File: config.mk
export PLATFORM = sky130hd
export DESIGN_NAME = stopwatch_display
export DESIGN_NICKNAME = d
export VERILOG_FILES = /design/src/rtl/stopwatch_pkg.sv /design/src/rtl/seg7_decode.sv /design/src/rtl/stopwatch_display.sv
export SDC_FILE = /design/constraint.sdc
export NUM_CORES = 1
export LEC_CHECK = 0
export ABC_AREA = 0
export CAP_MARGIN = 40
export CORE_ASPECT_RATIO = 0.5
export CORE_MARGIN = 5
export CORE_UTILIZATION = 28
export DETAILED_ROUTE_END_ITERATION = 12
export MAX_ROUTING_LAYER = met4
export PLACE_DENSITY = 0.45
export SLEW_MARGIN = 20
export SYNTH_ARGS = -nofsm -noshare
export SYNTH_HDL_FRONTEND = slang
export SYNTH_SLANG_ARGS = --single-unit
File: constraint.sdc
create_clock -name clk -period 5.01 [get_ports clk]
set_input_delay 1.002 -clock clk [delete_from_list [all_inputs] [get_ports clk]]
set_output_delay 1.002 -clock clk [all_outputs]
set_load 0.02 [all_outputs]
File: src/rtl/stopwatch_pkg.sv
// stopwatch_pkg: shared slot, adjust-select and seven-segment constants for the stopwatch display
package stopwatch_pkg;

    typedef enum logic [1:0] {
        SLOT_SEC_R = 2'd0,
        SLOT_SEC_L = 2'd1,
        SLOT_MIN_R = 2'd2,
        SLOT_MIN_L = 2'd3
    } slot_t;

    localparam logic [2:0] ADJ_MIN_L = 3'd0;
    localparam logic [2:0] ADJ_MIN_R = 3'd1;
    localparam logic [2:0] ADJ_SEC_L = 3'd2;
    localparam logic [2:0] ADJ_SEC_R = 3'd3;

    localparam logic [6:0] SEG_0     = 7'h3F;
    localparam logic [6:0] SEG_1     = 7'h06;
    localparam logic [6:0] SEG_2     = 7'h5B;
    localparam logic [6:0] SEG_3     = 7'h4F;
    localparam logic [6:0] SEG_4     = 7'h66;
    localparam logic [6:0] SEG_5     = 7'h6D;
    localparam logic [6:0] SEG_6     = 7'h7D;
    localparam logic [6:0] SEG_7     = 7'h07;
    localparam logic [6:0] SEG_8     = 7'h7F;
    localparam logic [6:0] SEG_9     = 7'h6F;
    localparam logic [6:0] SEG_DASH  = 7'h40;
    localparam logic [6:0] SEG_BLANK = 7'h00;

    // The counter numbers digits left to right, the scan numbers them right to left.
    function automatic logic [2:0] slot_adj(input slot_t slot);
        return slot == SLOT_SEC_R ? ADJ_SEC_R :
               slot == SLOT_SEC_L ? ADJ_SEC_L :
               slot == SLOT_MIN_R ? ADJ_MIN_R : ADJ_MIN_L;
    endfunction

endpackage

File: src/rtl/seg7_decode.sv
// seg7_decode: 5-bit digit value to active-high seven-segment pattern (bit0 = a)
module seg7_decode
    import stopwatch_pkg::*;
(
    input  logic [4:0] val_i,
    output logic [6:0] seg_o
);

    always_comb begin
        seg_o = SEG_BLANK;
        if (!val_i[4]) begin
            case (val_i[3:0])
                4'd0:    seg_o = SEG_0;
                4'd1:    seg_o = SEG_1;
                4'd2:    seg_o = SEG_2;
                4'd3:    seg_o = SEG_3;
                4'd4:    seg_o = SEG_4;
                4'd5:    seg_o = SEG_5;
                4'd6:    seg_o = SEG_6;
                4'd7:    seg_o = SEG_7;
                4'd8:    seg_o = SEG_8;
                4'd9:    seg_o = SEG_9;
                default: seg_o = SEG_DASH;
            endcase
        end
    end

endmodule

File: src/rtl/stopwatch_display.sv
// stopwatch_display: multiplexed 4-digit seven-segment driver with blink, pause dot, zero blanking and dead time
module stopwatch_display
    import stopwatch_pkg::*;
#(
    parameter int REFRESH_DIV = 100000,
    parameter int GHOST       = 4,
    parameter int BLINK_DIV   = 25000000,
    parameter int ACTIVE_LOW  = 1
) (
    input  logic       clk,
    input  logic       rst,
    input  logic [4:0] min_l,
    input  logic [4:0] min_r,
    input  logic [4:0] sec_l,
    input  logic [4:0] sec_r,
    input  logic       paused,
    input  logic       adj_en,
    input  logic [2:0] adj_sel,
    input  logic       blank_lz,
    output logic [6:0] seg,
    output logic       dp,
    output logic [3:0] an
);

    localparam int CW = (REFRESH_DIV > 1) ? $clog2(REFRESH_DIV) : 1;
    localparam int BW = (BLINK_DIV > 1) ? $clog2(BLINK_DIV) : 1;
    localparam logic [CW-1:0] CNT_LAST   = CW'(REFRESH_DIV - 1);
    localparam logic [CW-1:0] CNT_GHOST  = CW'(GHOST);
    localparam logic [BW-1:0] BLINK_LAST = BW'(BLINK_DIV - 1);
    localparam logic          POL1       = (ACTIVE_LOW != 0);
    localparam logic [6:0]    POL7       = {7{POL1}};
    localparam logic [3:0]    POL4       = {4{POL1}};

    logic [CW-1:0]     cnt_q, cnt_d;
    slot_t             slot_q, slot_d;
    logic [BW-1:0]     bcnt_q, bcnt_d;
    logic              phase_q, phase_d;
    logic [3:0][4:0]   snap_q, snap_d;
    logic [6:0]        seg_q, seg_d;
    logic              dp_q, dp_d;
    logic [3:0]        an_q, an_d;
    logic [6:0]        pattern;
    logic              blank;

    seg7_decode u_decode (
        .val_i (snap_d[slot_q]),
        .seg_o (pattern)
    );

    // The mux reads the next-state snapshot so a frame-start load is visible in the same output beat.
    always_comb begin
        cnt_d   = (cnt_q == CNT_LAST) ? '0 : cnt_q + CW'(1);
        slot_d  = (cnt_q == CNT_LAST) ? slot_t'(slot_q + 2'd1) : slot_q;
        bcnt_d  = (bcnt_q == BLINK_LAST) ? '0 : bcnt_q + BW'(1);
        phase_d = phase_q ^ (bcnt_q == BLINK_LAST);
        snap_d  = (slot_q == SLOT_SEC_R && cnt_q == '0) ? {min_l, min_r, sec_l, sec_r} : snap_q;
        blank   = (adj_en && adj_sel == slot_adj(slot_q) && phase_q) ||
                  (blank_lz && slot_q == SLOT_MIN_L && snap_d[SLOT_MIN_L] == 5'd0 &&
                   !(adj_en && adj_sel == ADJ_MIN_L));
        seg_d   = (blank ? SEG_BLANK : pattern) ^ POL7;
        dp_d    = (slot_q == SLOT_MIN_R && !(paused && phase_q)) ^ POL1;
        an_d    = (cnt_q >= CNT_GHOST) ? (4'b0001 << slot_q) ^ POL4 : POL4;
    end

    always_ff @(posedge clk) begin
        if (rst) begin
            cnt_q   <= '0;
            slot_q  <= SLOT_SEC_R;
            bcnt_q  <= '0;
            phase_q <= 1'b0;
            snap_q  <= '0;
            seg_q   <= POL7;
            dp_q    <= POL1;
            an_q    <= POL4;
        end else begin
            cnt_q   <= cnt_d;
            slot_q  <= slot_d;
            bcnt_q  <= bcnt_d;
            phase_q <= phase_d;
            snap_q  <= snap_d;
            seg_q   <= seg_d;
            dp_q    <= dp_d;
            an_q    <= an_d;
        end
    end

    assign seg = seg_q;
    assign dp  = dp_q;
    assign an  = an_q;

endmodule

==> metrics.txt <==
status finished clean; Final WS setup roughly 1200 ps; worst setup path class reg2reg; Max H-tree Level 3; simple-gate area share of the yosys netlist 23.2%; Arr. time, crit path roughly 4100 ps; Port Buffers 39; Design Power approximately 1.5 mW; pwr/cell area roughly 330 nW/µm²; DRT Pass-1 Iters 4; FF-to-FF path depth 9; synth-to-layout area growth 23.8%; Clk Latency, worst-skew pair approximately 330 ps; register area about 1500 µm²; RSZ-0062 raised after global routing no; Vias/cell approximately 4.5; CTS tree done; slack of the worst reg-to-reg path 1180 ps; synth unique cells 45; commonest cells in the netlist 77 x dfxtp_1, 75 x nor2_1, 40 x nand2_1; Core Area between 10000 and 15000 µm²; PostCTS Resize Cnt 0; Die H approximately 90 µm; first-pass GRT wire length around 13000 µm; syn_area_per_cell 9.20 µm²; compound-cell area share of the yosys netlist around 5%; row cnt 29; Clk Tree Root Cell clkbuf_16; Die ar. about 15000 µm²; GP Congestion 0.807; worst-path fanout max 14; Max Freq between 200 and 300 MHz; required time worst endpoint between 5000 and 6000 ps; initial antenna violation count 0; mux share of post-synthesis cell area between 10% and 20%; area share of the leading cell type in the synthesized netlist between 40% and 50%; DRC viols 0; post-synthesis sequential area ratio a little over two fifths; Mapped Cells a little under 400; largest net degree at the start of global routing 29; Post-synth EDFFs 0; DRT iter0 DRCs around 120; post-synth top area cell dfxtp_1; Final Critical Period ~3800 ps; via count between 2000 and 3000; largest family of logic cells by synthesized area simple AND/OR/NAND/NOR gates; io pins 40; pre-CTS WS between 1000 and 1500 ps; startpoint types flop; layout cells sized above 1 under 10%; Placed Cells incl. Taps 593; die width between 150 and 200 µm; postcts setup bufs 0; most frequent cell after synthesis dfxtp_1; Adder-Cell Fraction of Synth Area between 4 and 5%; Num Clock Sinks 77; max-cap viol count 0; Setup TNS 0 ps; Synth Area in XOR/XNOR under 10%; CP endpoint kind flop; # setup viols final 0; Multi-input gate area between 1500 and 2000 µm²; number of diodes 0; Area contributors post-synth dfxtp_1 43%, nor2_1 7.8%, xor2_1 6.5%, mux2i_1 6.4%, ha_1 4.5%; R2R Path Start slot_q[0]; CTS Buf Count 9; leakage power 1.71 nW; vias in the first global route 2691; crit path from slot_q[0]; CP Capture Point seg[5]; overall routing resource usage approximately 11%; clk buf depth 2; # fillers approximately 1300; syn nets 434; Mapped Area 3620 µm²; non-filler cells in the finished layout 609; Tightest Pin Transition 681 ps; post-DP HPWL roughly 5800 µm; clk_skew 8.68 ps; DR WL/cell about 13 µm; YS warnings 0; period utilisation layout 76.5%; reg-to-reg endpoint seg[5]; worst vdd ir approximately 140 µV; HP Class reg2reg; #FFs+latches synth 77; Slew Limit Headroom between 50% and 60%; Fin. Hold Viols 0; Initial Utilization between 20% and 30%; Reg clk slew, reported paths about 60 ps; hold_ws between 400 and 500 ps; total wire length a little under 8000 µm; Synth Flop Type dfxtp_1; Post-CTS Hold Buffers 0; Post-synth ARST share 0%; antenna-violating nets left 0; Max Slew Vio Count 0; Post-layout nets about 480; GRT Residual Overflow 0
==> cells in the final DEF, fill, tap and decap left out, drive strengths merged, types with 3 or more instances in the layout <==
cell,instances
nor3,9
mux2i,23
nand2,40
buf,4
nor2,75
mux4,7
or2,3
and3,3
nand4,10
ha,13
and4,5
xor2,27
clkinv,5
clkbuf,11
nor4,7
xnor2,13
and2,7
nand3,16
a21oi,4
o21ai,3
mux2,3
o211ai,3
clkdlybuf4s50,39
inv,11
dfxtp,77
==> layer usage <==
| layer | share of wire [%] | up-vias | GRT usage [%] |
|---|---|---|---|
| li1 | - | 1430 | - |
| met1 | 49 | 1240 | 13.3 |
| met2 | 45 | 39 | 17.0 |
| met3 | 4.9 | 10 | 3.67 |
| met4 | 1.4 | 0 | 3.59 |
| met5 | 0 | - | - |
==> sequential cells by signal, indices dropped and copies added, names as in the netlist <==
register / flops
slot_q: 2
phase_q: 1
bcnt_q: 25
cnt_q: 17
snap_q: 20
dp: 1
an: 4
seg: 7
==> cell type report <==
type,instances,area share (%)
multi-input cells,291,44.1
flip-flops and latches,77,34.4
repair buffers,43,9.31
clock buffers,11,5.65
well taps,170,4.75
inverters,12,1.01
clock inverters,5,0.783
==> power breakdown <==
group | internal, mW | switching, mW | total, mW
sequential | 0.643 | 0.0144 | 0.658
combinational | 0.108 | 0.105 | 0.214
clock | 0.362 | 0.255 | 0.617
==> stage by stage <==
step,utilization [%],instance area [µm²]
after floorplan,-,3620
after global placement,33.1,4190
after detailed placement,33.1,4190
after CTS,35.4,4480
after global routing,35.4,4480
final,35.4,4480
==> critical path: stages, from the launching register on <==
cell     delay, ps
dfxtp_1        690
inv_1          290
ha_1           340
nand2_1        170
or2_1          550
buf_4          320
mux4_1         640
mux2i_1        260
nand2_1        140
o31a_1         310
==> kinds of logic (layout without fill, tap and decap cells) <==
group	Yosys count	after routing
simple gates	180	180
compound gates	25	25
xor+xnor	40	40
buf+inv	25	71
fa+ha+maj	13	13
flops	77	77
mux	33	33
==> how the worst min path moves through the flow <==
| stage | from | to | slack, ps | cells after the start |
|---|---|---|---|---|
| after floorplan | bcnt_q[0] | bcnt_q[0] | 410 | 1 |
| after global placement | bcnt_q[0] | bcnt_q[0] | 430 | 1 |
| after detailed placement | bcnt_q[0] | bcnt_q[0] | 440 | 1 |
| after CTS | bcnt_q[0] | bcnt_q[0] | 460 | 1 |
| after global routing | bcnt_q[0] | bcnt_q[0] | 480 | 1 |
| final | bcnt_q[0] | bcnt_q[0] | 450 | 1 |
No activity file was read; power rests on OpenSTA's default activity.
